### config.mk
export PLATFORM = sky130hd
export DESIGN_NAME = seven_segment_scan_driver
export DESIGN_NICKNAME = d
export VERILOG_FILES = /design/src/rtl/seven_segment_pkg.sv /design/src/rtl/seven_segment_pwm_scanner.sv /design/src/rtl/seven_segment_scan_driver.sv
export SDC_FILE = /design/constraint.sdc
export NUM_CORES = 1
export LEC_CHECK = 0
export CAP_MARGIN = 20
export CELL_PAD_IN_SITES_DETAIL_PLACEMENT = 1
export CELL_PAD_IN_SITES_GLOBAL_PLACEMENT = 1
export CORE_MARGIN = 2
export CORE_UTILIZATION = 39
export DETAILED_ROUTE_END_ITERATION = 12
export PLACE_DENSITY = 0.77
export SYNTH_ARGS = -nofsm -noshare
export SYNTH_HDL_FRONTEND = slang
export SYNTH_SLANG_ARGS = --single-unit
### constraint.sdc
create_clock -name clock -period 2.6 [get_ports clock]
set_input_delay 0.52 -clock clock [delete_from_list [all_inputs] [get_ports clock]]
set_output_delay 0.52 -clock clock [all_outputs]
set_load 0.01 [all_outputs]
### src/rtl/seven_segment_pkg.sv
// Shared types and hex-to-segment decode for the 7-segment scan driver.
package seven_segment_pkg;

  typedef struct packed {
    logic       enable;
    logic       dp;
    logic [3:0] value;
  } digit_t;

  // Segment patterns in {g,f,e,d,c,b,a} order, active-high.
  localparam logic [6:0] SEG_0 = 7'h3F;
  localparam logic [6:0] SEG_1 = 7'h06;
  localparam logic [6:0] SEG_2 = 7'h5B;
  localparam logic [6:0] SEG_3 = 7'h4F;
  localparam logic [6:0] SEG_4 = 7'h66;
  localparam logic [6:0] SEG_5 = 7'h6D;
  localparam logic [6:0] SEG_6 = 7'h7D;
  localparam logic [6:0] SEG_7 = 7'h07;
  localparam logic [6:0] SEG_8 = 7'h7F;
  localparam logic [6:0] SEG_9 = 7'h6F;
  localparam logic [6:0] SEG_A = 7'h77;
  localparam logic [6:0] SEG_B = 7'h7C;
  localparam logic [6:0] SEG_C = 7'h39;
  localparam logic [6:0] SEG_D = 7'h5E;
  localparam logic [6:0] SEG_E = 7'h79;
  localparam logic [6:0] SEG_F = 7'h71;

  function automatic int index_width(input int n);
    return (n > 1) ? $clog2(n) : 1;
  endfunction

  function automatic logic [6:0] hex_to_segments(input logic [3:0] value);
    logic [6:0] seg;
    seg = SEG_0;
    case (value)
      4'h0: seg = SEG_0;
      4'h1: seg = SEG_1;
      4'h2: seg = SEG_2;
      4'h3: seg = SEG_3;
      4'h4: seg = SEG_4;
      4'h5: seg = SEG_5;
      4'h6: seg = SEG_6;
      4'h7: seg = SEG_7;
      4'h8: seg = SEG_8;
      4'h9: seg = SEG_9;
      4'hA: seg = SEG_A;
      4'hB: seg = SEG_B;
      4'hC: seg = SEG_C;
      4'hD: seg = SEG_D;
      4'hE: seg = SEG_E;
      4'hF: seg = SEG_F;
    endcase
    return seg;
  endfunction

endpackage

### src/rtl/seven_segment_pwm_scanner.sv
// Slot/digit/frame/PWM timebase for the scan driver; produces the per-clock
// lit decision for the digit currently being scanned.
module seven_segment_pwm_scanner
  import seven_segment_pkg::*;
#(
  parameter int NUMBER_OF_DIGITS = 6,
  parameter int SCAN_DIVIDER     = 1000,
  parameter int GUARD_CYCLES     = 2,
  parameter int BRIGHTNESS_BITS  = 4,
  parameter int BLINK_FRAMES     = 64,
  localparam int IDX_W   = index_width(NUMBER_OF_DIGITS),
  localparam int SLOT_W  = index_width(SCAN_DIVIDER),
  localparam int FRAME_W = index_width(BLINK_FRAMES)
) (
  input  logic                        clock,
  input  logic                        reset,
  input  logic [NUMBER_OF_DIGITS-1:0] enable,
  input  logic [BRIGHTNESS_BITS-1:0]  brightness,
  input  logic [NUMBER_OF_DIGITS-1:0] blink_mask,
  output logic [IDX_W-1:0]            digit_idx,
  output logic                        frame_end,
  output logic                        lit,
  output logic                        frame_start
);

  logic [SLOT_W-1:0]          slot_cnt;
  logic [FRAME_W-1:0]         frame_cnt;
  logic [BRIGHTNESS_BITS-1:0] pwm_cnt;
  logic                       blink_phase;
  logic                       slot_wrap;
  logic                       digit_wrap;

  assign slot_wrap  = (slot_cnt == SLOT_W'(SCAN_DIVIDER - 1));
  assign digit_wrap = (digit_idx == IDX_W'(NUMBER_OF_DIGITS - 1));
  assign frame_end  = slot_wrap && digit_wrap;

  // The first GUARD_CYCLES of every slot stay dark so the previous digit's
  // segments never ghost onto the newly selected one.
  assign lit = enable[digit_idx]
            && (slot_cnt >= SLOT_W'(GUARD_CYCLES))
            && (pwm_cnt < brightness)
            && !(blink_mask[digit_idx] && blink_phase);

  always_ff @(posedge clock) begin
    if (reset) begin
      slot_cnt    <= '0;
      digit_idx   <= '0;
      frame_cnt   <= '0;
      pwm_cnt     <= '0;
      blink_phase <= 1'b0;
      frame_start <= 1'b0;
    end else begin
      pwm_cnt     <= pwm_cnt + 1'b1;
      frame_start <= (slot_cnt == '0) && (digit_idx == '0);
      if (slot_wrap) begin
        slot_cnt <= '0;
        if (digit_wrap) begin
          digit_idx <= '0;
          if (frame_cnt == FRAME_W'(BLINK_FRAMES - 1)) begin
            frame_cnt   <= '0;
            blink_phase <= ~blink_phase;
          end else begin
            frame_cnt <= frame_cnt + 1'b1;
          end
        end else begin
          digit_idx <= digit_idx + 1'b1;
        end
      end else begin
        slot_cnt <= slot_cnt + 1'b1;
      end
    end
  end

endmodule

### src/rtl/seven_segment_scan_driver.sv
// Multiplexed 7-segment driver: frame-synchronous digit shadow, decode and pin polarity.
// Define SEVEN_SEGMENT_LZB_EN to blank leading zero digits.
module seven_segment_scan_driver
  import seven_segment_pkg::*;
#(
  parameter int   NUMBER_OF_DIGITS = 6,
  parameter logic CATHODE_COMMON   = 1'b1,
  parameter int   SCAN_DIVIDER     = 1000,
  parameter int   GUARD_CYCLES     = 2,
  parameter int   BRIGHTNESS_BITS  = 4,
  parameter int   BLINK_FRAMES     = 64
) (
  input  logic                        clock,
  input  logic                        reset,
  input  digit_t                      digits [0:NUMBER_OF_DIGITS-1],
  input  logic                        update,
  input  logic [BRIGHTNESS_BITS-1:0]  brightness,
  input  logic [NUMBER_OF_DIGITS-1:0] blink_mask,
  output logic [7:0]                  segment_out,
  output logic [NUMBER_OF_DIGITS-1:0] digit_selector_out,
  output logic                        frame_start
);

  localparam int IDX_W = index_width(NUMBER_OF_DIGITS);

  digit_t                      pending [0:NUMBER_OF_DIGITS-1];
  digit_t                      active  [0:NUMBER_OF_DIGITS-1];
  logic                        pending_valid;
  logic [NUMBER_OF_DIGITS-1:0] shown_en;
  logic [IDX_W-1:0]            digit_idx;
  logic                        frame_end;
  logic                        lit;
  digit_t                      cur;
  logic [7:0]                  seg_on;
  logic [NUMBER_OF_DIGITS-1:0] sel_on;
`ifdef SEVEN_SEGMENT_LZB_EN
  logic                        leading;
`endif

  // Displayed digits only change at the frame boundary so a frame never tears.
  always_ff @(posedge clock) begin
    if (reset) begin
      for (int i = 0; i < NUMBER_OF_DIGITS; i++) begin
        pending[i] <= '0;
        active[i]  <= '0;
      end
      pending_valid <= 1'b0;
    end else begin
      if (update) pending <= digits;
      if (frame_end) begin
        pending_valid <= 1'b0;
        if (update) active <= digits;
        else if (pending_valid) active <= pending;
      end else if (update) begin
        pending_valid <= 1'b1;
      end
    end
  end

  always_comb begin
    shown_en = '0;
    for (int i = 0; i < NUMBER_OF_DIGITS; i++) shown_en[i] = active[i].enable;
`ifdef SEVEN_SEGMENT_LZB_EN
    leading = 1'b1;
    for (int i = NUMBER_OF_DIGITS - 1; i >= 1; i--) begin
      if (active[i].enable) begin
        if (leading && (active[i].value == 4'd0) && !active[i].dp) shown_en[i] = 1'b0;
        else leading = 1'b0;
      end
    end
`endif
  end

  seven_segment_pwm_scanner #(
    .NUMBER_OF_DIGITS(NUMBER_OF_DIGITS),
    .SCAN_DIVIDER    (SCAN_DIVIDER),
    .GUARD_CYCLES    (GUARD_CYCLES),
    .BRIGHTNESS_BITS (BRIGHTNESS_BITS),
    .BLINK_FRAMES    (BLINK_FRAMES)
  ) scanner (
    .clock      (clock),
    .reset      (reset),
    .enable     (shown_en),
    .brightness (brightness),
    .blink_mask (blink_mask),
    .digit_idx  (digit_idx),
    .frame_end  (frame_end),
    .lit        (lit),
    .frame_start(frame_start)
  );

  assign cur = active[digit_idx];

  always_ff @(posedge clock) begin
    if (reset || !lit) begin
      seg_on <= '0;
      sel_on <= '0;
    end else begin
      seg_on <= {cur.dp, hex_to_segments(cur.value)};
      sel_on <= NUMBER_OF_DIGITS'(1) << digit_idx;
    end
  end

  assign segment_out        = CATHODE_COMMON ? seg_on : ~seg_on;
  assign digit_selector_out = CATHODE_COMMON ? ~sel_on : sel_on;

endmodule

==> reports/results.ini <==
[outcome]
status = finished clean

[placed_design]
placed_cells = 720
hpwl_um = 8630
io_buffers = 63
routabilityCongestion = 0.888
post_dp_cell_area_mm2 = 0.00580

[cells_and_area]
syn2layout_area_growth_pct = 22.6
multiInputGateArea_mm2 = 0.00248
drive_above_1_share = 0.152
stdcell_area_mm2 = 0.00609
fillers = 1438
diodes = 0
finalNetCount = 623
ff_latch_area_mm2 = 0.00224
fin_cells = 736
final_core_util = 0.486

[pwr]
p_int_mw = 2.57
powerDensity_mw_per_mm2 = 555
swShare = 0.240
vdd_ir_drop_max_uv = 282
power.total_mw = 3.38
p_clk_frac = 0.404
p_sw_mw = 0.809
power_frac_comb = 0.070
p_leak_nw = 2.31
p_seq_frac = 0.526

[die]
die_area_mm2 = 0.0136
rows = 41
die_w_um = 117
io_pins = 64
die_h_um = 117
initial_core_util = 0.397
coreArea_mm2 = 0.0125

[yosys]
yosysTopAreaCell = dfxtp_1
async_reset_ff_frac = 0
synth.area.top_cells = dfxtp_1 (45%), mux2i_1 (9.3%), a211oi_2 (8.6%), nor2_1 (8.1%), ha_1 (3.8%)
synth-edff-count = 0
netlist_area_mm2 = 0.00496
netlist_instances = 498
synthTopCellsByCount = dfxtp_1 (112), nor2_1 (107), mux2i_1 (46)
yosys_warnings = 0
synth_cell_types = 54
yosys.area.top_type_share = 0.452
ys_seq_elements = 112
seq_area_frac_synth = 0.452
syn_avg_cell_area_um2 = 9.97
synth.most_common_cell = dfxtp_1
syn-num-nets = 562
synthFlopType = dfxtp_1

[detailed_routing]
vias_per_cell = 5.13
firstDrtPassIters = 4
routed_wl_um = 11700
drt_iter0_markers = 165
vias = 3773
wl_per_cell_um = 15.9
postRouteAntennaNets = 0
route.detailed.drc = 0

[cts]
clk_pin_slew_ps = 80
cts_tree = done
clk_latency_ps = 370
ctsRootBufferMaster = clkbuf_16
clock_tree.buffer_depth = 2
htreeDepth = 3
clkSinkCount = 112
cts_setup_buffers = 0
numCtsBuffers = 9

[critical_path]
crit_path_end_kind = flop
criticalPathCategory = reg -> reg
critPathLaunchType = flop
cp.arrival_ps = 2680
critPathMaxFanout = 4
required_ps = 2840

[timing]
tightest_slew_ps = 679
skew_ps = 9.22
finalCritPeriodShare = 0.939
rsz0062_at_grt = no
fmax_mhz = 409
fin_setup_tns_ps = 0
finalSetupViolations = 0
maxSlewHeadroom = 0.544
finalHoldViolations = 0
period_needed_ps = 2440
drv_slew = 0

[grt]
grt_max_degree = 53
gr-usage-all-layers = 0.182
gr-total-overflow = 0
antenna_found_initial = 0
grt_pass1_wl_um = 19100
grt_pass1_vias = 3822

[flow_run]
maxCapViolCount = 0

[worst_hold_path]
hp-class = reg -> reg

through the flow:
step                      worst slack [ps]  hold WS, ps
after floorplan                        100          425
after global placement                 224          441
after detailed placement               133          475
after CTS                              151          494
after global routing                  6.71          514
final                                  158          492
final cells by class:
| cell class | count | share of cell area |
|---|---|---|
| multi-input cells | 337 | 0.408 |
| clock buffers | 10 | 0.0393 |
| flip-flops and latches | 112 | 0.369 |
| inverters | 20 | 0.0123 |
| well taps | 172 | 0.0354 |
| clock inverters | 6 | 0.00822 |
| repair buffers | 79 | 0.128 |
flip-flops by register name, summed over array words and instances (netlist names):
| register | cells |
|---|---|
| scanner.pwm_cnt | 4 |
| pending | 36 |
| pending_valid | 1 |
| scanner.frame_cnt | 6 |
| sel_on | 6 |
| scanner.slot_cnt | 10 |
| scanner.blink_phase | 1 |
| active | 36 |
| scanner.frame_start | 1 |
| segment_out | 8 |
| scanner.digit_idx | 3 |
routing by layer:
layer,vias up,track usage,share of wire
met1,1840,0.234,0.48
met3,15,0.0412,0.028
met2,51,0.295,0.47
li1,1867,-,-
met4,0,0.0808,0.023
met5,-,0,0
power by group through the flow:
| stage | logic (mW) | registers, mW | clock network, mW |
|---|---|---|---|
| finish | 0.236 | 1.78 | 1.36 |
| global route | 0.260 | 1.78 | 1.48 |
| CTS | 0.240 | 1.78 | 1.40 |
| detailed placement | 0.237 | 1.82 | 0 |
| global placement | 0.232 | 1.81 | 0 |
| floorplan | 0.130 | 1.81 | 0 |
what timing repair did:
action,in CTS,in global routing
resized for setup,0,2
setup endpoints to repair,0,2
hold buffers,0,0
critical path: stages, from the launching register on:
cell and delay (ps):
dfxtp_1 410, mux4_2 530, nand2_1 120, o21a_1 170
buf_4 140, ha_1 240, nor2_1 160, a32oi_1 150
a221oi_1 400
cells by family after synthesis:
logic type               share of synthesized area
AO/OA/AOI/OAI                                0.140
XOR/XNOR                                    0.0300
multiplexers                                 0.118
AND/OR/NAND/NOR                              0.175
flip-flops                                   0.452
adder cells (fa/ha/maj)                     0.0378
buffers and inverters                       0.0484
cells in the final DEF (no fill, tap or decap), types with 3 or more instances in the layout:
cell type,Yosys,layout
xnor2_1,9,9
a21oi_1,8,8
buf_12,0,3
nor3_1,15,15
a21o_1,3,3
nor2_1,107,107
dfxtp_1,112,110
nand3_1,12,12
nor2b_1,3,3
nand4_1,8,8
inv_1,20,20
nand2b_1,4,4
clkbuf_16,0,9
a211oi_2,34,34
mux2i_1,46,46
nand2_1,10,10
xor2_1,8,8
and3_1,3,3
ha_1,15,15
o21ai_0,4,4
buf_4,4,14
o22ai_1,3,3
mux2_2,3,3
clkdlybuf4s50_1,0,61
a211oi_1,5,5
mux4_2,4,4
path summary, 6_finish.rpt:
check | from | end | slack (ps) | depth (start not counted)
setup / recovery | scanner.digit_idx[0]$_SDFFE_PP0P_ | segment_out[1]$_SDFF_PP0_ | 160 | 8
hold / removal | scanner.pwm_cnt[0]$_SDFF_PP0_ | scanner.pwm_cnt[0]$_SDFF_PP0_ | 490 | 1
setup reg to reg | scanner.digit_idx[0]$_SDFFE_PP0P_ | segment_out[1]$_SDFF_PP0_ | 160 | 8
hold reg to reg | scanner.pwm_cnt[0]$_SDFF_PP0_ | scanner.pwm_cnt[0]$_SDFF_PP0_ | 490 | 1
No activity file was read; power rests on OpenSTA's default activity.
